**config.mk**
```make
export PLATFORM = sky130hd
export DESIGN_NAME = mem_arbiter
export DESIGN_NICKNAME = d
export VERILOG_FILES = /design/src/rtl/mem_arb_pkg.sv /design/src/rtl/mem_fill_ctr.sv /design/src/rtl/mem_arbiter.sv
export SDC_FILE = /design/constraint.sdc
export NUM_CORES = 1
export LEC_CHECK = 0
export BUFFER_PORTS_ARGS = -buffer_cell sky130_fd_sc_hd__buf_2
export CAP_MARGIN = 20
export CORE_ASPECT_RATIO = 1.25
export CORE_MARGIN = 2
export CORE_UTILIZATION = 30
export CTS_BUF_LIST = sky130_fd_sc_hd__clkbuf_16
export DETAILED_ROUTE_END_ITERATION = 16
export SLEW_MARGIN = 20
export SYNTH_ARGS = -nofsm -noshare
export SYNTH_HDL_FRONTEND = slang
export SYNTH_HIERARCHICAL = 1
export SYNTH_SLANG_ARGS = --single-unit
export TNS_END_PERCENT = 10
```
**constraint.sdc**
```tcl
create_clock -name clk -period 2.14 [get_ports clk]
set_input_delay 0.321 -clock clk [delete_from_list [all_inputs] [get_ports clk]]
set_output_delay 0.321 -clock clk [all_outputs]
set_load 0.03 [all_outputs]
```
**src/rtl/mem_arb_pkg.sv**
```systemverilog
// Shared definitions for the I/D memory arbiter: state encoding, fill
// destination codes and line-offset width helpers.
package mem_arb_pkg;

    typedef enum logic [1:0] {
        IDLE    = 2'd0,
        I_FILL  = 2'd1,
        D_FILL  = 2'd2,
        D_WRITE = 2'd3
    } arb_state_t;

    localparam logic DST_I = 1'b0;
    localparam logic DST_D = 1'b1;

    // Byte-offset bits covered by one line of 16-bit words.
    function automatic int offset_w(input int block_words);
        return $clog2(block_words) + 1;
    endfunction

    localparam int OFFSET_W = offset_w(8);

endpackage

```
**src/rtl/mem_fill_ctr.sv**
```systemverilog
// Issue and receive word counters for one line fill; start restarts both
// counters and opens a BLOCK_WORDS-long issue window.
module mem_fill_ctr #(
    parameter int BLOCK_WORDS = 8
) (
    input  logic                           clk,
    input  logic                           rst,
    input  logic                           start,
    input  logic                           mem_rdata_valid,
    output logic                           issue_en,
    output logic [$clog2(BLOCK_WORDS)-1:0] issue_idx,
    output logic [$clog2(BLOCK_WORDS)-1:0] recv_idx,
    output logic                           last_recv
);

    localparam int IDX_W = $clog2(BLOCK_WORDS);
    localparam logic [IDX_W-1:0] LAST_IDX = IDX_W'(BLOCK_WORDS - 1);

    logic issuing;

    always_ff @(posedge clk or posedge rst) begin
        if (rst) begin
            issuing   <= 1'b0;
            issue_idx <= '0;
            recv_idx  <= '0;
        end else begin
            if (start) begin
                issuing   <= 1'b1;
                issue_idx <= '0;
            end else if (issuing) begin
                issue_idx <= issue_idx + 1'b1;
                if (issue_idx == LAST_IDX)
                    issuing <= 1'b0;
            end

            if (start)
                recv_idx <= '0;
            else if (mem_rdata_valid)
                recv_idx <= recv_idx + 1'b1;
        end
    end

    assign issue_en  = issuing;
    assign last_recv = mem_rdata_valid && (recv_idx == LAST_IDX);

endmodule

```
**src/rtl/mem_arbiter.sv**
```systemverilog
// Shares one pipelined memory between the I-cache fill path and the D-cache
// fill/write-through path, sequencing line fills and steering returned words.
module mem_arbiter
    import mem_arb_pkg::*;
#(
    parameter int ADDR_W      = 16,
    parameter int DATA_W      = 16,
    parameter int BLOCK_WORDS = 8,
    parameter int LATENCY     = 4
) (
    input  logic                           clk,
    input  logic                           rst,
    input  logic                           i_req,
    input  logic [ADDR_W-1:0]              i_addr,
    input  logic                           d_req,
    input  logic                           d_wr,
    input  logic [ADDR_W-1:0]              d_addr,
    input  logic [DATA_W-1:0]              d_wdata,
    output logic                           mem_en,
    output logic                           mem_wr,
    output logic [ADDR_W-1:0]              mem_addr,
    output logic [DATA_W-1:0]              mem_wdata,
    input  logic [DATA_W-1:0]              mem_rdata,
    input  logic                           mem_rdata_valid,
    output logic                           fill_valid,
    output logic                           fill_dst,
    output logic [$clog2(BLOCK_WORDS)-1:0] fill_idx,
    output logic [DATA_W-1:0]              fill_data,
    output logic                           i_done,
    output logic                           d_done,
    output logic                           busy
);

    localparam int OFF_W = offset_w(BLOCK_WORDS);
    localparam int IDX_W = OFF_W - 1;
    localparam logic [ADDR_W-1:0] BASE_MASK = {ADDR_W{1'b1}} << OFF_W;

    // The arbiter itself only trusts mem_rdata_valid; LATENCY just has to be sane.
    if (LATENCY < 1 || (BLOCK_WORDS & (BLOCK_WORDS - 1)) != 0) begin : g_param_check
        $error("mem_arbiter: LATENCY must be >= 1 and BLOCK_WORDS a power of 2");
    end

    arb_state_t state, state_next;

    logic              last_d;
    logic              grant_i;
    logic              grant_d;
    logic              start_fill;
    logic              in_fill;
    logic              fill_rvalid;
    logic [ADDR_W-1:0] cap_addr;
    logic [DATA_W-1:0] cap_data;

    logic              issue_en;
    logic [IDX_W-1:0]  issue_idx;
    logic [IDX_W-1:0]  recv_idx;
    logic              last_recv;

    assign in_fill     = (state == I_FILL) || (state == D_FILL);
    assign fill_rvalid = in_fill && mem_rdata_valid;
    assign fill_data   = mem_rdata;
    assign busy        = (state != IDLE);

    // D normally wins a tie; after a D completion the next tie goes to I.
    always_comb begin
        grant_d = 1'b0;
        grant_i = 1'b0;
        if (state == IDLE) begin
            if (d_req && (!i_req || !last_d))
                grant_d = 1'b1;
            else if (i_req)
                grant_i = 1'b1;
        end
    end

    assign start_fill = grant_i || (grant_d && !d_wr);

    mem_fill_ctr #(
        .BLOCK_WORDS (BLOCK_WORDS)
    ) u_fill_ctr (
        .clk             (clk),
        .rst             (rst),
        .start           (start_fill),
        .mem_rdata_valid (fill_rvalid),
        .issue_en        (issue_en),
        .issue_idx       (issue_idx),
        .recv_idx        (recv_idx),
        .last_recv       (last_recv)
    );

    always_ff @(posedge clk or posedge rst) begin
        if (rst) begin
            state  <= IDLE;
            last_d <= 1'b0;
        end else begin
            state <= state_next;
            if (d_done)
                last_d <= 1'b1;
            else if (i_done)
                last_d <= 1'b0;
        end
    end

    // Fill requests keep only the line base so the word offset can be OR-ed in.
    always_ff @(posedge clk) begin
        if (grant_d) begin
            cap_addr <= d_wr ? d_addr : (d_addr & BASE_MASK);
            cap_data <= d_wdata;
        end else if (grant_i) begin
            cap_addr <= i_addr & BASE_MASK;
        end
    end

    always_comb begin
        state_next = state;
        mem_en     = 1'b0;
        mem_wr     = 1'b0;
        mem_addr   = '0;
        mem_wdata  = '0;
        fill_valid = 1'b0;
        fill_dst   = DST_I;
        fill_idx   = '0;
        i_done     = 1'b0;
        d_done     = 1'b0;

        case (state)
            IDLE: begin
                if (grant_d)
                    state_next = d_wr ? D_WRITE : D_FILL;
                else if (grant_i)
                    state_next = I_FILL;
            end

            I_FILL, D_FILL: begin
                if (issue_en) begin
                    mem_en   = 1'b1;
                    mem_addr = cap_addr | ADDR_W'({issue_idx, 1'b0});
                end
                if (mem_rdata_valid) begin
                    fill_valid = 1'b1;
                    fill_dst   = (state == D_FILL) ? DST_D : DST_I;
                    fill_idx   = recv_idx;
                end
                if (last_recv) begin
                    if (state == D_FILL)
                        d_done = 1'b1;
                    else
                        i_done = 1'b1;
                    state_next = IDLE;
                end
            end

            D_WRITE: begin
                mem_en     = 1'b1;
                mem_wr     = 1'b1;
                mem_addr   = cap_addr;
                mem_wdata  = cap_data;
                d_done     = 1'b1;
                state_next = IDLE;
            end

            default: state_next = IDLE;
        endcase
    end

endmodule

```
**After elaboration in Yosys (flattened, before gate mapping)**

Cells that the tools add are included.

- Reductions and logical operators: 18
- Shift operators: 0
- Multiply operators: 0
- $lt $le $gt $ge: 0
- Add/sub/neg operators: 2
- Bitwise operators: 1
- Mux-type cells: 40
- Equal/unequal tests: 7
- Div/mod/pow operators: 0

Operator list:

| operator | count |
|---|---|
| $mux 16 | 4 |
| $pmux 16 s2 | 1 |
| $mux 1 | 22 |
| $mux 3 | 6 |
| $or 16x4->16 | 1 |
| $reduce_bool 2->1 | 5 |
| $add 3x1->3 const B | 2 |
| $eq 3x3->1 const B | 2 |
| $mux 2 | 3 |
| $pmux 2 s3 | 1 |
| $eq 2x2->1 const B | 2 |
| $logic_and 1x1->1 | 4 |
| $mux 4 | 1 |
| $pmux 1 s2 | 2 |
| $logic_not 1->1 | 3 |
| $logic_or 1x1->1 | 3 |
| $ne 3x3->1 const B | 1 |
| $eq 2x1->1 const B | 1 |
| $logic_not 2->1 | 1 |
| $ne 2x2->1 const B | 1 |
| $reduce_and 2->1 | 1 |
| $reduce_or 2->1 | 1 |

- Bits in writable memories: 0
- Memories: 0
- Register bits: 42
- Logic and storage cells: 75
- ROM bits: 0
- Bits in latches: 0
- Input port bits: 70

**Longest topological paths before layout**

- Depth in word-level cells: 8
- Gate-level depth with buffers: 8

**Modules after synthesis**

Netlist, hierarchy kept.

Modules (own cells, without submodules):

| module | sequential area each (µm²) | cells an instance | times used | area each (µm²) |
|---|---|---|---|---|
| mem_arbiter | 1036.0 | 144 | 1 | 1835.5 |
| mem_fill_ctr | 175.2 | 27 | 1 | 327.8 |

**Least setup slack after synthesis**

Ideal clock, no wire load.

- Kind: flip-flop to output port
- Start point: register state[1]
- End point: output port d_done
- Stages on the path, launching flop included: 8
- Required time: 1819 ps
- Data arrival time: 2135 ps
- Path slack: -316 ps
- Cells stage by stage: dfrtp_1 -> inv_1 -> ha_1 -> clkbuf_1 -> and2_1 -> and2_1 -> a31oi_1 -> nor2_1

- Word-level cells in the longest chain between the ends: 6
- Elaborated cells on any way between the ends: 10
- Classes of those cells: eq/ne (3); mux (3); reduce/logical (4)

Ends and longest elaborated chain:

| element | RTL line | source |
|---|---|---|
| from (decl) | mem_arbiter.sv:43 | `arb_state_t state, state_next;` |
| from (signal assigned) | mem_arbiter.sv:96 | `state <= state_next;` |
| $eq 2x1->1 or $eq 2x2->1 (tied branches) | mem_arbiter.sv:59 | `assign in_fill = (state == I_FILL) \|\| (state == D_FILL);` |
| $logic_or 1x1->1 (*) | mem_arbiter.sv:59 |  |
| $logic_and 1x1->1 (*) | mem_arbiter.sv:60 | `assign fill_rvalid = in_fill && mem_rdata_valid;` |
| $logic_and 1x1->1 (*) | mem_fill_ctr.sv:44 | `assign last_recv = mem_rdata_valid && (recv_idx == LAST_IDX);` |
| net last_recv | mem_arbiter.sv:57 | `logic last_recv;` |
| $mux 1 (*) | mem_arbiter.sv:144 | `if (last_recv) begin` |
| $pmux 1 s2 (*) | mem_arbiter.sv:126 | `case (state)` |
| to (decl) | mem_arbiter.sv:30 | `output logic d_done,` |

Mark *: on every way through the listed nets, which the timed path passes. The rest lies on a longest branch.

**Worst setup path after layout**

- Start point: register state[1]
- End point: output port mem_en

- Word-level cells in the longest chain between the ends: 3
- Elaborated cells on any way between the ends: 5
- Classes of those cells: eq/ne (3); mux (1); reduce/logical (1)

Ends and longest elaborated chain:

| element | RTL line | source |
|---|---|---|
| $eq 2x1->1 or $eq 2x2->1 (tied branches) | mem_arbiter.sv:126 |  |
| $reduce_or 2->1 | mem_arbiter.sv:126 |  |
| $pmux 1 s2 (*) | mem_arbiter.sv:126 |  |
| to (decl) | mem_arbiter.sv:19 | `output logic mem_en,` |

Mark *: on every way between the ends. The rest lies on a longest branch, timed or not.

==> results by group <==
Cells and area
  • FF+latch area: around 1200 µm²
  • Number of fill cells in the layout: between 600 and 700
  • Fraction of layout cells with a size suffix above 1: between 50 and 60%
  • N_diodes: 0
  • P&R area growth vs syn: 39.9%
  • Final Net Count: about 340
  • Footprint of the multi-input gates: 845 µm²

Logic synthesis
  • Synth cell types: 27
  • Synthesized area: approximately 2200 µm²
  • Yosys warnings: 6
  • Register area share after synthesis: roughly 56%
  • Most numerous cell in the Yosys netlist: edfxtp_1
  • Yosys reg bits: 42
  • Ys async rst share: between 20% and 30%
  • Area leader, netlist: edfxtp_1
  • EDFF count, synth: 32
  • Synth Area per Inst: approximately 13 µm²
  • Top cell type's share of synthesized area: ~44%
  • Ys flop type: edfxtp_1
  • Cells after Synth: between 150 and 200
  • Synth top cells by count: 32 x edfxtp_1, 31 x and2_1, 17 x buf_4
  • Cells taking the most area after synthesis: edfxtp_1 44%, dfrtp_1 12%, and2_1 9.0%
  • Post-synth net total: roughly 250

Timing
  • Final hold vios: 0
  • F_max: 486 MHz
  • Setup TNS Final: 0 ns
  • Setup violations, final: 0
  • Final min period: around 2.1 ns
  • Max-slew violations: 0
  • Worst Skew: 0.00274 ns
  • RSZ-0062 raised after global routing: true
  • Hold WS: 0.217 ns
  • Worst slew margin relative to its limit: between 60% and 70%
  • Crit share post-route: between 90 and 100%
  • Worst Tran Pin Value: between 0.5 and 0.6 ns

Critical path
  • CP peak stage delay: roughly 0.39 ns
  • Crit path max-delay family: buffers and inverters
  • Critical Path Start Type: flip-flop
  • Buf+Inv Stages, Crit Path: 4
  • Critical path, cell by cell: buf_4, ha_2, a21oi_2, or2_4, clkinvlp_4, buf_4, buf_4
  • Slowest-stage cell, CP: dfrtp_1
  • Crit end category: output port
  • Required @ worst endpoint: around 1.8 ns
  • Critical path type: reg -> out
  • Most common cell on crit path: buf_4
  • Largest fanout on the critical path: 7
  • Worst EP arrival: between 1.5 and 2 ns

Routing
  • Total Wirelength: about 4300 µm
  • Met1 WL: between 1500 and 2000 µm
  • Drt via density: between 4 and 5
  • Router iterations before antenna repair: 3
  • Vias: about 1.5k
  • DRC violation count after routing: 0
  • Iteration-0 DRC Markers: 59
  • Drt wl/cell: about 12 µm
  • Met3 wire length: 346 µm
  • Routed Antenna Nets: 0
  • Met2 WL post-DR: ~2100 µm
  • Max layer used: met4

Floorplan
  • Core area: roughly 7000 µm²
  • I/O pins: approximately 130
  • Die height: a little under 100 µm
  • Die W: 80.0 µm
  • Row count: 34
  • Die Area: a little under 8000 µm²
  • Initial Util: 31.0%

Global routing
  • Vias in the first global route: roughly 1.4k
  • Antenna violations before repair: 0
  • GR Overflow Total: 0
  • First-pass GRT wire length: 6760 µm
  • Total Routing Usage GR: between 10 and 15%
  • Largest net degree at the start of global routing: 19

Flow run
  • Maxcap violations: 0

Placed design
  • PortBufs: 91
  • GPL Wtd Cong: 0.734
  • Post-DP HPWL: around 3200 µm

Clock network
  • H-tree Lvls: 2
  • Clock root buffer: clkbuf_16
  • Worst-path clk slew: roughly 0.06 ns
  • Clock buffer depth: 2
  • Sink Count: between 40 and 50
  • CTS tree: done
  • Worst-Skew Late Latency: between 0.2 and 0.3 ns
  • Total CTS buffers: 5

Min path
  • HP Class: in -> reg

Pwr
  • Pleak: between 0.001 and 0.0015 µW
  • Peak supply drop: about 850 µV
  • Pwr Density: around 1400 nW/µm²

Status
  • Status: complete, no violations
==> worst register-to-register path, stage by stage (launching register included) <==
cell	delay [ns]
dfrtp_1	0.37
inv_1	0.10
buf_4	0.14
ha_1	0.20
nand2_2	0.08
or2_4	0.35
inv_1	0.20
buf_12	0.18
==> worst paths after layout <==
kind / start / end / slack (ns) / depth (start not counted)
worst min-delay path: d_wdata[7] / cap_data[7] / 0.22 / 1
worst max register to register: state[0] / cap_data[3] / 0.22 / 7
worst max-delay path: state[1] / mem_en / 0.08 / 7
worst min register to register: u_fill_ctr/recv_idx[2] / u_fill_ctr/recv_idx[2] / 0.55 / 2
max in group asynchronous: rst / u_fill_ctr/recv_idx[2] / 1.39 / 3
min in group asynchronous: rst / last_d / 0.47 / 3
==> power breakdown <==
part | switching [µW] | internal [µW] | leakage (µW)
registers | 92.0 | 1190 | 0.000427
clock network | 280 | 422 | 0.0000751
logic | 1310 | 1090 | 0.000974
total | 1680 | 2700 | 0.00148
==> layer usage <==
layer | up-vias | track usage [%]
li1 | 751 | -
met1 | 694 | 13.0
met2 | 64 | 18.6
met3 | 10 | 3.39
met4 | 0 | 5.61
met5 | - | 0
==> metrics by stage <==
step / cell area (µm²) / instances / utilization [%] / power [µW] / setup WS (ns)
6_report: 3030 / 354 / 43.4 / 4370 / 0.0844
5_1_grt: 3030 / 354 / 43.4 / 4660 / -0.00627
4_1_cts: 2960 / 354 / 42.4 / 4290 / 0.0000502
3_5_place_dp: 2670 / 341 / 38.3 / 3220 / 0.0822
3_3_place_gp: 2670 / 341 / 38.3 / 3190 / 0.101
2_1_floorplan: 2170 / 171 / - / 2690 / 0.0577
==> registers in the layout, indices dropped and copies added (netlist names) <==
register / cells
cap_addr: 16
state: 2
u_fill_ctr/issue_en: 1
last_d: 1
cap_data: 16
u_fill_ctr/recv_idx: 3
u_fill_ctr/issue_idx: 3
==> cell type report <==
cell class	count	area share [%]
sequential	42	40.0
multi-input combinational	99	27.9
timing repair buffer	104	22.2
clock buffer	5	4.13
tap	90	3.72
inverter	10	1.36
clock inverter	3	0.413
timing repair inverter	1	0.248
==> placed cells by master (no fill, tap or decap), drive strengths merged <==
master	count
mux2	13
clkinvlp	2
o31ai	1
and2	32
buf	103
a21oi	2
o21ai	3
xnor2	2
inv	11
a22o	1
nand2	2
a31oi	4
nor3b	1
clkinv	1
ha	8
a21o	1
or2	2
dlygate4sd3	1
dfrtp	10
nor2	13
edfxtp	32
and3	8
or2b	1
mux2i	5
clkbuf	5
==> repair_timing <==
| action | 4_1_cts | 5_1_grt |
|---|---|---|
| resized for setup | 36 | 24 |
| endpoints found under the hold margin | 10 | 0 |
| pin swaps | 11 | 8 |
| cloned | 1 | 0 |
| setup endpoints to repair | 16 | 19 |
| hold buffers | 1 | 0 |
| buffers inserted | 3 | 0 |
==> logic make-up after synthesis <==
| family | after synthesis | share of synthesized area (%) |
|---|---|---|
| AOI/OAI and AO/OA | 12 | 3.47 |
| xor gates and xnor gates | 2 | 0.810 |
| adders and majority gates | 8 | 4.63 |
| buffers and inverters | 30 | 8.50 |
| DFF | 42 | 56.0 |
| muxes | 18 | 10.8 |
| and+or+nand+nor | 59 | 15.8 |
(Power assumes the default switching activity.)
